**config.mk**
```make
export PLATFORM = sky130hd
export DESIGN_NAME = config_commit_flat
export DESIGN_NICKNAME = d
export VERILOG_FILES = /design/src/rtl/config_commit_pkg.sv /design/src/rtl/config_commit_if.sv /design/src/rtl/cfg_timeout_cnt.sv /design/src/rtl/config_commit.sv /design/src/flat_wrapper.sv
export SDC_FILE = /design/constraint.sdc
export NUM_CORES = 1
export LEC_CHECK = 0
export ABC_AREA = 1
export BUFFER_PORTS_ARGS = -buffer_cell sky130_fd_sc_hd__buf_2
export CORE_MARGIN = 2
export CORE_UTILIZATION = 49
export DETAILED_ROUTE_END_ITERATION = 7
export MAX_ROUTING_LAYER = met4
export PLACE_DENSITY = 0.76
export SYNTH_ARGS = -nofsm -noshare
export SYNTH_HDL_FRONTEND = slang
export SYNTH_SLANG_ARGS = --single-unit
export TNS_END_PERCENT = 1
```
**constraint.sdc**
```tcl
create_clock -name clk -period 3.6 [get_ports clk]
set_input_delay 0.54 -clock clk [delete_from_list [all_inputs] [get_ports clk]]
set_output_delay 0.54 -clock clk [all_outputs]
set_load 0.05 [all_outputs]
```
**src/rtl/config_commit_pkg.sv**
```systemverilog
// config_commit_pkg: shared width, timeout and state encoding for the config commit path
package config_commit_pkg;
  parameter int CFG_W = 35;
  parameter int TMO_CYC = 15;
  typedef enum logic [1:0] {
    IDLE   = 2'b00,
    STAGED = 2'b01,
    APPLY  = 2'b10
  } state_t;
endpackage

```
**src/rtl/config_commit_if.sv**
```systemverilog
// config_commit_if: control-unit/datapath signals of the config commit block
interface config_commit_if #(parameter int CFG_W = config_commit_pkg::CFG_W);
  logic             write_en;
  logic [CFG_W-1:0] configin;
  logic             apply_ack;
  logic             clr_err;
  logic [CFG_W-1:0] active_cfg;
  logic             apply_req;
  logic [CFG_W-1:0] staged_cfg;
  logic             busy;
  logic [3:0]       version;
  logic             drop_err;
  logic             tmo_err;
  logic [1:0]       dbg_state;
  modport master (
    output write_en, configin, apply_ack, clr_err,
    input  active_cfg, apply_req, staged_cfg, busy, version, drop_err, tmo_err, dbg_state
  );
  modport slave (
    input  write_en, configin, apply_ack, clr_err,
    output active_cfg, apply_req, staged_cfg, busy, version, drop_err, tmo_err, dbg_state
  );
endinterface

```
**src/rtl/cfg_timeout_cnt.sv**
```systemverilog
// cfg_timeout_cnt: 4-bit apply timeout counter with clear, enable and terminal count
module cfg_timeout_cnt #(
  parameter int TMO = config_commit_pkg::TMO_CYC
) (
  input  logic clk,
  input  logic rst,
  input  logic i_clr,
  input  logic i_en,
  output logic o_tc
);
  logic [3:0] r_cnt;
  // count waiting cycles; cleared while the word sits in STAGED
  always_ff @(posedge clk or posedge rst)
    if (rst) r_cnt <= '0;
    else if (i_clr) r_cnt <= '0;
    else if (i_en) r_cnt <= r_cnt + 4'd1;
  assign o_tc = i_en && (r_cnt == 4'(TMO - 1));
endmodule

```
**src/rtl/config_commit.sv**
```systemverilog
// config_commit: stages a config word, offers it downstream and commits it on ack
module config_commit #(
  parameter int CFG_W = config_commit_pkg::CFG_W,
  parameter int TMO_CYC = config_commit_pkg::TMO_CYC
) (
  input logic clk,
  input logic arst,
  config_commit_if.slave bus
);
  import config_commit_pkg::*;
  state_t           r_state;
  logic [CFG_W-1:0] r_shadow, r_pend, r_active;
  logic             r_pend_v, r_req, r_drop, r_tmo;
  logic [3:0]       r_ver;
  logic w_apply, w_ack, w_tc, w_leave, w_drain, w_wr_pend, w_free, w_drop, w_tmo;
  assign w_apply   = r_state == APPLY;
  assign w_ack     = w_apply && bus.apply_ack;
  assign w_leave   = w_ack || w_tc;
  assign w_tmo     = w_tc && !bus.apply_ack;
  assign w_drain   = r_pend_v && (r_state == IDLE || w_leave);
  assign w_wr_pend = bus.write_en && (r_state != IDLE || r_pend_v);
  assign w_free    = !r_pend_v || w_drain;
  assign w_drop    = w_wr_pend && !w_free;
  cfg_timeout_cnt #(.TMO(TMO_CYC)) u_tmo (
    .clk  (clk),
    .rst  (arst),
    .i_clr(r_state == STAGED),
    .i_en (w_apply && !bus.apply_ack),
    .o_tc (w_tc)
  );
  // state machine, shadow/pending/active registers and sticky errors
  always_ff @(posedge clk or posedge arst)
    if (arst) begin
      r_state  <= IDLE;
      r_shadow <= '0;
      r_pend   <= '0;
      r_pend_v <= 1'b0;
      r_active <= '0;
      r_req    <= 1'b0;
      r_ver    <= '0;
      r_drop   <= 1'b0;
      r_tmo    <= 1'b0;
    end else begin
      case (r_state)
        IDLE:
          if (r_pend_v || bus.write_en) begin
            r_shadow <= r_pend_v ? r_pend : bus.configin;
            r_state  <= STAGED;
          end
        STAGED: begin
          r_state <= (r_shadow == r_active) ? IDLE : APPLY;
          r_req   <= r_shadow != r_active;
        end
        default:
          if (w_leave) begin
            if (w_ack) begin
              r_active <= r_shadow;
              r_ver    <= r_ver + 4'd1;
            end
            if (r_pend_v) r_shadow <= r_pend;
            r_state <= r_pend_v ? STAGED : IDLE;
            r_req   <= 1'b0;
          end
      endcase
      if (w_wr_pend && w_free) begin
        r_pend   <= bus.configin;
        r_pend_v <= 1'b1;
      end else if (w_drain) r_pend_v <= 1'b0;
      r_drop <= w_drop || (r_drop && !bus.clr_err);
      r_tmo  <= w_tmo || (r_tmo && !bus.clr_err);
    end
  assign bus.active_cfg = r_active;
  assign bus.apply_req  = r_req;
  assign bus.staged_cfg = r_shadow;
  assign bus.busy       = (r_state != IDLE) || r_pend_v;
  assign bus.version    = r_ver;
  assign bus.drop_err   = r_drop;
  assign bus.tmo_err    = r_tmo;
  assign bus.dbg_state  = r_state;
endmodule

```
**src/flat_wrapper.sv**
```systemverilog
// flat-port wrapper written by rule: the top's interface ports become plain ports
module config_commit_flat import config_commit_pkg::*;
#(
  parameter int CFG_W = config_commit_pkg::CFG_W,
  parameter int TMO_CYC = config_commit_pkg::TMO_CYC
)
  (clk, arst, bus_write_en, bus_configin, bus_apply_ack, bus_clr_err, bus_active_cfg, bus_apply_req, bus_staged_cfg, bus_busy, bus_version, bus_drop_err, bus_tmo_err, bus_dbg_state);
  config_commit_if #(.CFG_W(CFG_W)) bus_i ();
  input logic clk;
  input logic arst;
  input wire logic [$bits(bus_i.write_en)-1:0] bus_write_en;
  input wire logic [$bits(bus_i.configin)-1:0] bus_configin;
  input wire logic [$bits(bus_i.apply_ack)-1:0] bus_apply_ack;
  input wire logic [$bits(bus_i.clr_err)-1:0] bus_clr_err;
  output wire logic [$bits(bus_i.active_cfg)-1:0] bus_active_cfg;
  output wire logic [$bits(bus_i.apply_req)-1:0] bus_apply_req;
  output wire logic [$bits(bus_i.staged_cfg)-1:0] bus_staged_cfg;
  output wire logic [$bits(bus_i.busy)-1:0] bus_busy;
  output wire logic [$bits(bus_i.version)-1:0] bus_version;
  output wire logic [$bits(bus_i.drop_err)-1:0] bus_drop_err;
  output wire logic [$bits(bus_i.tmo_err)-1:0] bus_tmo_err;
  output wire logic [$bits(bus_i.dbg_state)-1:0] bus_dbg_state;
  assign bus_i.write_en = bus_write_en;
  assign bus_i.configin = bus_configin;
  assign bus_i.apply_ack = bus_apply_ack;
  assign bus_i.clr_err = bus_clr_err;
  assign bus_active_cfg = bus_i.active_cfg;
  assign bus_apply_req = bus_i.apply_req;
  assign bus_staged_cfg = bus_i.staged_cfg;
  assign bus_busy = bus_i.busy;
  assign bus_version = bus_i.version;
  assign bus_drop_err = bus_i.drop_err;
  assign bus_tmo_err = bus_i.tmo_err;
  assign bus_dbg_state = bus_i.dbg_state;
  config_commit #(.CFG_W(CFG_W), .TMO_CYC(TMO_CYC)) u_core (.clk(clk), .arst(arst), .bus(bus_i));
endmodule
```
==> reports/metrics.yaml <==
outcome:
  status: "finished, final reports clean"
grt:
  grt_max_degree: 89
  grt_pass1_wl_um: 21650
  grt_pass1_vias: 4389
  grt_remaining_overflow: 0
  antenna_found_initial: 0
  grt_usage: 0.2450
synth:
  syn_area_per_cell_um2: 8.434
  synth_cell_type_count: 23
  synth_top_area_frac: 0.5517
  synthTopCellsByArea: "dfrtp_1 (55%), nand2_1 (13%), o21ai_0 (12%)"
  yosysTopAreaCell: "dfrtp_1"
  synthMuxAreaShare: 0.002086
  yosys.area_share.simple: 0.1572
  synth_seq_cells: 119
  synthCells: 640
  yosysWarnings: 0
  synth_nets: 683
  synth_top_family_by_area: "simple AND/OR/NAND/NOR gates"
  synth-compound-area-share: 0.1414
  synth_area_um2: 5398
  async_flop_share: 1.000
  synth_adder_area_share: 0.006954
  synth_ff_type: "dfrtp_1"
  synth_common_cells: "nand2_1 (187), o21ai_0 (131), dfrtp_1 (119)"
  synth-xor-area-share: 0.05517
  ys_seq_area_frac: 0.5517
  synth_edf_count: 0
  synth.most_common_cell: "nand2_1"
setup_path:
  cp_max_fo: 36
  critical_path_arrival_ps: 2070
  endpoint_kind: "primary output"
  required_ps: 3060
  cp-start-kind: "flop"
  worstSetupPathType: "flop to primary output"
  worst-r2r-setup-slack_ps: 1220
timing:
  finalCriticalPeriod_ps: 2614
  fin_skew_ps: 18.27
  setup-violations-final: 0
  max_freq_mhz: 382.5
  worstMarginPinSlew_ps: 1122
  setup_tns_ps: 0
  max_slew_margin: 0.2491
  rsz0062_at_grt: "false"
  maxSlewViolCount: 0
  hold_viol_final: 0
  fin_crit_sh: 0.7262
placement:
  gp_congestion: 0.8884
  io_buffers: 119
  dp_hpwl_um: 8962
  placed_area_um2: 6092
routing:
  wl_um: 13140
  wl_per_cell_um: 14.51
  drt-pass1-iter-count: 6
  vias: 4583
  ant_nets: 0
  drtIter0Drc: 438
  drc: 0
  drt-vias-per-instance: 5.064
layout:
  diodes: 0
  regArea_um2: 2978
  syn_to_final_growth_pct: 23.53
  fin_util: 0.6178
  multi_input_area_um2: 1963
  drive_gt1_frac: 0.2131
  fin_area_um2: 6668
  n_fill_cell: 911
  nets: 796
clocking:
  cts_setup_buffers: 0
  clockRootBuffer: "clkbuf_8"
  clkTransAtPathRegs_ps: 60
  cts.path.max_buffers: 2
  cts_tree: "yes"
  cts.sinks: 119
  worst_skew_pair.late_latency_ps: 520
  cts_hold_buf: 0
  cts-resized-gates: 0
  h-tree-depth: 4
  cts_buffers: 17
floorplan:
  die_h_um: 109.0
  initial_utilization: 0.5001
  core_area_um2: 10790
  die_w_um: 109.0
  die-area_um2: 11870
  num_rows: 38
  ios: 120
hold_path:
  min_path_type: "input pin to async pin"
flow_run:
  drv_cap: 0
## critical path, cell delays in order, from the launching register on
cell     delay (ps)
dfrtp_1         490
nor2_1          110
inv_2           110
nor2_1           80
inv_2           410
buf_2           370
## metal layers
layer	vias up	GRT usage	share of wire	routed length, µm
li1	2220	-	-	-
met1	2169	0.3279	0.44	5815
met2	168	0.3713	0.48	6299
met3	26	0.04603	0.054	715
met4	0	0.09615	0.023	306
met5	-	-	0	0
## per-stage QoR
stage	instances	hold WS [ps]	worst slack, ps
3_5_place_dp	874	465.1	1123
5_1_grt	905	182.4	822.6
3_3_place_gp	874	451.1	1258
4_1_cts	905	145.6	976.3
2_1_floorplan	640	453.4	1336
6_report	905	142.9	985.8
## final timing paths
kind	startpoint	to	cells after the start
min reg2reg	u_core.bus.version[3]	u_core.bus.version[3]	1
max reg2reg	u_core.bus.dbg_state[1]	u_core.r_pend[25]	6
max	u_core.bus.dbg_state[1]	bus_busy	5
min	arst	u_core.bus.active_cfg[27]	2
max in group asynchronous	arst	u_core.r_pend[19]	3
min in group clk	bus_clr_err	u_core.bus.drop_err	2
## flip-flops by register name (all words and copies together) (netlist names)
register               flops
u_core.bus.active_cfg     35
u_core.bus.version         4
u_core.bus.staged_cfg     35
u_core.r_pend_v            1
u_core.bus.tmo_err         1
u_core.bus.drop_err        1
u_core.bus.dbg_state       2
u_core.r_pend             35
u_core.bus.apply_req       1
u_core.u_tmo.r_cnt         4
## cell families after synthesis
| family | after synthesis |
|---|---|
| AND/OR/NAND/NOR | 216 |
| AO/OA/AOI/OAI | 149 |
| flip-flops | 119 |
| buffers and inverters | 118 |
| XOR/XNOR | 34 |
| adder cells (fa/ha/maj) | 3 |
| multiplexers | 1 |
## cell type report
type                            count  area share
Clock buffer                       20     0.06680
Clock inverter                     11     0.01952
Inverter                           89     0.05067
Multi-Input combinational cell    403      0.2944
Sequential cell                   119      0.4466
Tap cell                          140     0.02627
Timing Repair Buffer              123     0.09570
## placed cells by master, fill, tap and decap left out, types with 4 or more instances in the layout
master     Yosys  final
nand2_1      187    187
o21ai_0      131    131
buf_2          9    119
dfrtp_1      119    119
inv_1         86     85
xnor2_1       31     31
nor2_1        18     18
clkbuf_16      0     16
o21ai_1       14     14
clkinv_2       0      8
nand3_1        5      4
Power is left out: the tool's default activity adds up to more than one toggle a clock period on the data nets, which glitch-free logic cannot reach.
